## src/rtl/riscv_rf_wb_arbiter_if.sv

```systemverilog
// Writeback request bus between the EX/WB producers and the RF write arbiter.
// Each requester owns one lane of every vector. A lane holds valid/addr/data/tag
// stable until it sees ready. The handshake completes on valid & ready.
interface riscv_rf_wb_arbiter_if #(
  parameter int NUM_REQ    = 4,
  parameter int ADDR_WIDTH = 6,
  parameter int DATA_WIDTH = 32
);
  logic [NUM_REQ-1:0]                 req_valid;
  logic [NUM_REQ-1:0][ADDR_WIDTH-1:0] req_addr;
  logic [NUM_REQ-1:0][DATA_WIDTH-1:0] req_data;
  logic [NUM_REQ-1:0]                 req_tag;
  logic [NUM_REQ-1:0]                 req_ready;

  // producer side
  modport master (output req_valid, req_addr, req_data, req_tag, input req_ready);
  // arbiter side
  modport slave  (input req_valid, req_addr, req_data, req_tag, output req_ready);
endinterface

```

## src/rtl/riscv_rf_wb_arbiter.sv

```systemverilog
// Register-file writeback arbiter. It grants up to two producers per cycle in
// round-robin order onto RF write ports A and B through a one-cycle registered
// stage. It also flags read ports whose address matches a write still staged.
module riscv_rf_wb_arbiter #(
  parameter int NUM_REQ    = 4,
  parameter int ADDR_WIDTH = 6,
  parameter int DATA_WIDTH = 32
) (
  input  logic                       clk,
  input  logic                       rst_n,
  input  logic                       hold_i,
  riscv_rf_wb_arbiter_if.slave       req_if,
  output logic [ADDR_WIDTH-1:0]      waddr_a_o,
  output logic [DATA_WIDTH-1:0]      wdata_a_o,
  output logic                       wtag_a_o,
  output logic                       we_a_o,
  output logic [ADDR_WIDTH-1:0]      waddr_b_o,
  output logic [DATA_WIDTH-1:0]      wdata_b_o,
  output logic                       wtag_b_o,
  output logic                       we_b_o,
  input  logic [2:0][ADDR_WIDTH-1:0] chk_addr_i,
  output logic [2:0]                 hazard_o
);

  localparam int PW = $clog2(NUM_REQ);

  logic [PW-1:0]         rr_ptr_q, rr_ptr_d;
  logic                  a_vld, b_vld;
  logic [PW-1:0]         a_idx, b_idx;
  logic                  grant_a, grant_b;
  logic [ADDR_WIDTH-1:0] a_addr, b_addr;

  logic [ADDR_WIDTH-1:0] waddr_a_q, waddr_b_q;
  logic [DATA_WIDTH-1:0] wdata_a_q, wdata_b_q;
  logic                  wtag_a_q, wtag_b_q;
  logic                  we_a_q, we_b_q;

  // Round-robin scan starting at rr_ptr. The first valid lane wins port A.
  // The next valid lane whose address differs from A's wins port B.
  always_comb begin
    logic [PW:0] scan_idx;
    a_vld    = 1'b0;
    b_vld    = 1'b0;
    a_idx    = '0;
    b_idx    = '0;
    scan_idx = '0;
    for (int k = 0; k < NUM_REQ; k++) begin
      scan_idx = {1'b0, rr_ptr_q} + (PW+1)'(k);
      if (scan_idx >= (PW+1)'(NUM_REQ)) scan_idx = scan_idx - (PW+1)'(NUM_REQ);
      if (req_if.req_valid[scan_idx[PW-1:0]]) begin
        if (!a_vld) begin
          a_vld = 1'b1;
          a_idx = scan_idx[PW-1:0];
        end else if (!b_vld &&
                     req_if.req_addr[scan_idx[PW-1:0]] != req_if.req_addr[a_idx]) begin
          b_vld = 1'b1;
          b_idx = scan_idx[PW-1:0];
        end
      end
    end
  end

  // Hold and reset both suppress grants, so ready is never raised without a
  // grant that the write stage will act on.
  assign grant_a = a_vld & ~hold_i & rst_n;
  assign grant_b = b_vld & ~hold_i & rst_n;
  assign a_addr  = req_if.req_addr[a_idx];
  assign b_addr  = req_if.req_addr[b_idx];

  // Ready goes to the winning lanes only. A winner is valid by construction.
  always_comb begin
    req_if.req_ready = '0;
    for (int i = 0; i < NUM_REQ; i++) begin
      req_if.req_ready[i] = (grant_a && a_idx == PW'(i)) || (grant_b && b_idx == PW'(i));
    end
  end

  // Next scan starts just after the last lane granted this cycle.
  always_comb begin
    rr_ptr_d = rr_ptr_q;
    if (grant_b) begin
      rr_ptr_d = (b_idx == PW'(NUM_REQ-1)) ? '0 : b_idx + 1'b1;
    end else if (grant_a) begin
      rr_ptr_d = (a_idx == PW'(NUM_REQ-1)) ? '0 : a_idx + 1'b1;
    end
  end

  // Round-robin pointer register.
  always_ff @(posedge clk or negedge rst_n) begin
    if (!rst_n) rr_ptr_q <= '0;
    else        rr_ptr_q <= rr_ptr_d;
  end

  // Write stage for port A. An x0 grant consumes the slot but writes nothing.
  // Addr/data/tag keep their last values when the port does not write.
  always_ff @(posedge clk or negedge rst_n) begin
    if (!rst_n) begin
      we_a_q    <= 1'b0;
      waddr_a_q <= '0;
      wdata_a_q <= '0;
      wtag_a_q  <= 1'b0;
    end else begin
      we_a_q <= grant_a && (a_addr != '0);
      if (grant_a && (a_addr != '0)) begin
        waddr_a_q <= a_addr;
        wdata_a_q <= req_if.req_data[a_idx];
        wtag_a_q  <= req_if.req_tag[a_idx];
      end
    end
  end

  // Write stage for port B. It follows the same rules as port A.
  always_ff @(posedge clk or negedge rst_n) begin
    if (!rst_n) begin
      we_b_q    <= 1'b0;
      waddr_b_q <= '0;
      wdata_b_q <= '0;
      wtag_b_q  <= 1'b0;
    end else begin
      we_b_q <= grant_b && (b_addr != '0);
      if (grant_b && (b_addr != '0)) begin
        waddr_b_q <= b_addr;
        wdata_b_q <= req_if.req_data[b_idx];
        wtag_b_q  <= req_if.req_tag[b_idx];
      end
    end
  end

  assign we_a_o    = we_a_q;
  assign waddr_a_o = waddr_a_q;
  assign wdata_a_o = wdata_a_q;
  assign wtag_a_o  = wtag_a_q;
  assign we_b_o    = we_b_q;
  assign waddr_b_o = waddr_b_q;
  assign wdata_b_o = wdata_b_q;
  assign wtag_b_o  = wtag_b_q;

  // Per read port: a staged write to the same non-x0 register has not landed yet.
  for (genvar k = 0; k < 3; k++) begin : g_hazard
    assign hazard_o[k] = (chk_addr_i[k] != '0) &&
                         ((we_a_q && waddr_a_q == chk_addr_i[k]) ||
                          (we_b_q && waddr_b_q == chk_addr_i[k]));
  end

endmodule

```

## src/flat_wrapper.sv

```systemverilog
// flat-port wrapper written by rule: the top's interface ports become plain ports
module riscv_rf_wb_arbiter_flat 
#(
  parameter int NUM_REQ    = 4,
  parameter int ADDR_WIDTH = 6,
  parameter int DATA_WIDTH = 32
)
  (clk, rst_n, hold_i, waddr_a_o, wdata_a_o, wtag_a_o, we_a_o, waddr_b_o, wdata_b_o, wtag_b_o, we_b_o, chk_addr_i, hazard_o, req_if_req_valid, req_if_req_addr, req_if_req_data, req_if_req_tag, req_if_req_ready);
  riscv_rf_wb_arbiter_if #(.NUM_REQ(NUM_REQ), .ADDR_WIDTH(ADDR_WIDTH), .DATA_WIDTH(DATA_WIDTH)) req_if_i ();
  input  logic clk;
  input  logic rst_n;
  input  logic hold_i;
  output logic [ADDR_WIDTH-1:0] waddr_a_o;
  output logic [DATA_WIDTH-1:0] wdata_a_o;
  output logic wtag_a_o;
  output logic we_a_o;
  output logic [ADDR_WIDTH-1:0] waddr_b_o;
  output logic [DATA_WIDTH-1:0] wdata_b_o;
  output logic wtag_b_o;
  output logic we_b_o;
  input  logic [2:0][ADDR_WIDTH-1:0] chk_addr_i;
  output logic [2:0] hazard_o;
  input wire logic [$bits(req_if_i.req_valid)-1:0] req_if_req_valid;
  input wire logic [$bits(req_if_i.req_addr)-1:0] req_if_req_addr;
  input wire logic [$bits(req_if_i.req_data)-1:0] req_if_req_data;
  input wire logic [$bits(req_if_i.req_tag)-1:0] req_if_req_tag;
  output wire logic [$bits(req_if_i.req_ready)-1:0] req_if_req_ready;
  assign req_if_i.req_valid = req_if_req_valid;
  assign req_if_i.req_addr = req_if_req_addr;
  assign req_if_i.req_data = req_if_req_data;
  assign req_if_i.req_tag = req_if_req_tag;
  assign req_if_req_ready = req_if_i.req_ready;
  riscv_rf_wb_arbiter #(.NUM_REQ(NUM_REQ), .ADDR_WIDTH(ADDR_WIDTH), .DATA_WIDTH(DATA_WIDTH)) u_core (.clk(clk), .rst_n(rst_n), .hold_i(hold_i), .req_if(req_if_i), .waddr_a_o(waddr_a_o), .wdata_a_o(wdata_a_o), .wtag_a_o(wtag_a_o), .we_a_o(we_a_o), .waddr_b_o(waddr_b_o), .wdata_b_o(wdata_b_o), .wtag_b_o(wtag_b_o), .we_b_o(we_b_o), .chk_addr_i(chk_addr_i), .hazard_o(hazard_o));
endmodule
```

## config.mk

```make
export PLATFORM = sky130hd
export DESIGN_NAME = riscv_rf_wb_arbiter_flat
export DESIGN_NICKNAME = d
export VERILOG_FILES = /design/src/rtl/riscv_rf_wb_arbiter_if.sv /design/src/rtl/riscv_rf_wb_arbiter.sv /design/src/flat_wrapper.sv
export SDC_FILE = /design/constraint.sdc
export NUM_CORES = 1
export LEC_CHECK = 0
export CORE_AREA = 8 8 136 138
export DETAILED_ROUTE_END_ITERATION = 16
export DIE_AREA = 0 0 144 146
export MAX_ROUTING_LAYER = met4
export PLACE_DENSITY = 0.94
export SKIP_LAST_GASP = 1
export SLEW_MARGIN = 25
export SYNTH_ARGS = -nofsm -noshare
export SYNTH_HDL_FRONTEND = slang
export SYNTH_SLANG_ARGS = --single-unit
export TNS_END_PERCENT = 50
```

## constraint.sdc

```tcl
create_clock -name clk -period 17.9 [get_ports clk]
set_input_delay 3.58 -clock clk [delete_from_list [all_inputs] [get_ports clk]]
set_output_delay 3.58 -clock clk [all_outputs]
set_load 0.02 [all_outputs]
```

==> run metrics <==
CTS tree done; vias post-DR between 9k and 10k; Worst R2R Setup Slack 9.70 ns; Core Area approximately 16000 um2; share of the synthesized area in the top cell type 24.8%; number of DRC markers in iteration 0 972; met3 Usage GRT 7.28%; worst vdd ir 104 uV; CTS buffer count 9; number of flops mapped to enable cells by yosys 0; Overflow after GRT 0; Slowest-stage cell, CP clkdlybuf4s50_1; most used flip-flop cell after synthesis dfrtp_1; fmax a little under 0.07 GHz; register area share after synthesis 24.8%; GR Util All Layers 30.1%; r2r startpoint u_core.rr_ptr_q[1]; initial antenna violation count 0; Port Buffers 267; Ys Warns 0; fin crit share 80.3%; relative slew slack 37.5%; CTS resizes 0; CP Depth 20; Initial Utilization approximately 51%; drt via density between 5 and 6; Synth-to-Final Area Change 35.9%; asr flop ratio synth 100%; Hold-fix buffers, CTS 0; Synth Cell Area 8290 um2; row count 47; startpoint types primary input; Max FO, Critical Path 76; largest net degree at the start of global routing 83; first-pass GRT wire length 49.0 mm; M2 GR Usage 46.7%; hold_sp u_core.wdata_b_o[28]; met1 usage 37.1%; Die Y 146 um; reg2reg path depth 22; CP dominant cell by count mux2i_1; CTS Sinks 82; die area between 20000 and 25000 um2; WHS about 0.52 ns; clock-pin transition on the worst setup and hold timing paths 0.06 ns; Least-Margin Pin Slew 0.937 ns; Fin Setup TNS 0 ns; Syn Inst Count 1193; Layout Nets 1587; Static Leakage between 0.005 and 0.006 uW; MaxCap Viol Count 0; Clock Latency Late Sink 0.34 ns; Worst Hold End u_core.wdata_b_o[28]; DPL Wire Length between 20 and 25 mm; proportion of layout cells with a drive suffix above 1 4.64%; Synth area leaders dfrtp_1 (25%), nand2_1 (11%), mux2i_1 (9.7%), nand3_1 (9.1%), nor2_1 (5.5%); vias in the first global route 9284; worst flop-to-flop path endpoint u_core.wdata_b_o[7]; CP delay by family, top buffers and inverters; syn avg cell area 6.95 um2; Chip Width 144 um; required time of the critical path 14.32 ns; Post-route DRC 0; routability cong. 0.984; Routed WL around 32 mm; CP Capture Type output pin; RSZ-0062 raised after global routing no; worst hold path type reg -> reg; library cells used by synthesis 67; final setup fails 0; clk root buf clkbuf_16; Top Usage Layer GRT met2; Ports 268; H-tree levels 3; minimum clock period 14.38 ns; max incr delay on CP 0.85 ns; status finished, final reports clean; Clock Path Buffers 2; First-pass DRT Iterations 5; Final Hold Fails 0; Avg WL per Cell 19.5 um; leading cell type in the layout, fill and taps excluded clkdlybuf4s50_1; post-route ant nets 0; Arr. time, crit path between 10 and 15 ns; Synth Register Bits 82; WHS Path Cells 2; Antenna Diode Count 0; Buf/Inv on CP 6; commonest cells after routing, fill and taps aside clkdlybuf4s50_1 (266), nand2_1 (253), nand3_1 (151), nor2_1 (121), o21ai_0 (83); Mapped Nets 1383; Yosys top cell by area dfrtp_1; post-CTS setup buffer count 0; Fin Clk Skew 0.0122 ns; WS Path Type in -> out; P per Cell Area 186 nW/um2; Cell Chain, Critical Path clkdlybuf4s50_1 -> mux2i_1 -> nor2_1 -> o21bai_1 -> ha_1 -> inv_1 -> mux2i_1 -> mux2i_1 -> xnor2_1 -> nor4_1 -> mux2i_1 -> o21ba_1 -> or4_1 -> nand3_2 -> buf_4 -> inv_2 -> buf_4 -> ha_1 -> a22o_1 -> clkdlybuf4s50_1; Final Max Tran Viols 0
[worst max-delay path by stage]
| stage | startpoint | to |
|---|---|---|
| after global placement | req_if_req_valid[3] | req_if_req_ready[1] |
| after CTS | req_if_req_valid[3] | req_if_req_ready[1] |
| after global routing | req_if_req_valid[2] | req_if_req_ready[1] |
| after detailed placement | req_if_req_valid[3] | req_if_req_ready[1] |
| final | req_if_req_valid[3] | req_if_req_ready[1] |
| after floorplan | req_if_req_valid[3] | req_if_req_ready[2] |
[synthesized netlist by cell type, types with 3 or more instances]
cell and instances:
nand2_1 253, nand3_1 151, nor2_1 121, o21ai_0 83, dfrtp_1 82, inv_1 80, mux2i_1 80, clkbuf_1 57
xnor2_1 29, xor2_1 20, a21oi_1 19, buf_1 15, nand2b_1 15, mux2_2 11, nand4_1 11, buf_2 10
mux4_2 10, nor4_1 10, ha_1 9, a22o_1 7, o211ai_1 7, or4_1 7, a211o_1 6, and3_1 6
nor2b_1 6, buf_6 5, nor3_1 5, o21a_1 5, a211oi_1 4, o32a_1 4, a22oi_1 3, a41oi_1 3
and4_1 3, nand4b_1 3, o2111ai_1 3, o21ai_1 3, o2bb2ai_1 3, o31ai_1 3, o32ai_1 3
[per-stage QoR]
stage                     setup slack (ns)  utilization (%)  cells  cell area (um2)  power [uW]
final                                 3.52             69.2   1622            11300        2090
after global routing                  3.08             69.2   1622            11300        2260
after CTS                             3.57             69.2   1622            11300        2090
after detailed placement              3.60             67.5   1606            11000        1910
after global placement                3.77             67.5   1606            11000        1870
after floorplan                       6.44                -   1193             8290        1430
[worst min-delay path, stage by stage, from the launching register on]
cell and delay [ns]:
dfrtp_1 0.37, inv_1 0.05, mux2i_1 0.06
[registers in the layout, indices dropped and copies added (netlist names)]
| signal | flops |
|---|---|
| u_core.wtag_a_o | 1 |
| u_core.wdata_b_o | 32 |
| u_core.we_b_o | 1 |
| u_core.we_a_o | 1 |
| u_core.waddr_a_o | 6 |
| u_core.rr_ptr_q | 2 |
| u_core.wdata_a_o | 32 |
| u_core.wtag_b_o | 1 |
| u_core.waddr_b_o | 6 |
[where the power goes]
| group | total [uW] | internal, uW | leakage, uW | switching, uW |
|---|---|---|---|---|
| logic | 1570 | 621 | 0.00394 | 947 |
| clock network | 172 | 94.9 | 0.000127 | 77.1 |
| registers | 354 | 277 | 0.000964 | 77.5 |
| total | 2090 | 993 | 0.00503 | 1100 |
[logic make-up (layout without fill, tap and decap cells)]
family | Yosys count | count (layout) | synth area share, %
xor+xnor | 49 | 49 | 5.18
flops | 82 | 82 | 24.8
mux | 102 | 102 | 14.1
buf+inv | 170 | 379 | 8.35
simple gates | 605 | 605 | 32.5
fa+ha+maj | 9 | 9 | 1.36
compound gates | 176 | 176 | 13.8
[routing by layer]
| layer | routed length, um | vias up |
|---|---|---|
| li1 | - | 4477 |
| met1 | 12800 | 4552 |
| met2 | 14700 | 540 |
| met3 | 3140 | 81 |
| met4 | 912 | 0 |
| met5 | 0 | - |
[layout make-up]
type,instances,area [um2]
multi-input cells,941,5590
fillers,1372,5020
repair buffers,281,2780
flip-flops and latches,82,2050
inverters,82,308
well taps,220,275
clock buffers,11,233
clock inverters,5,37.5
No activity file was read; power rests on OpenSTA's default activity.
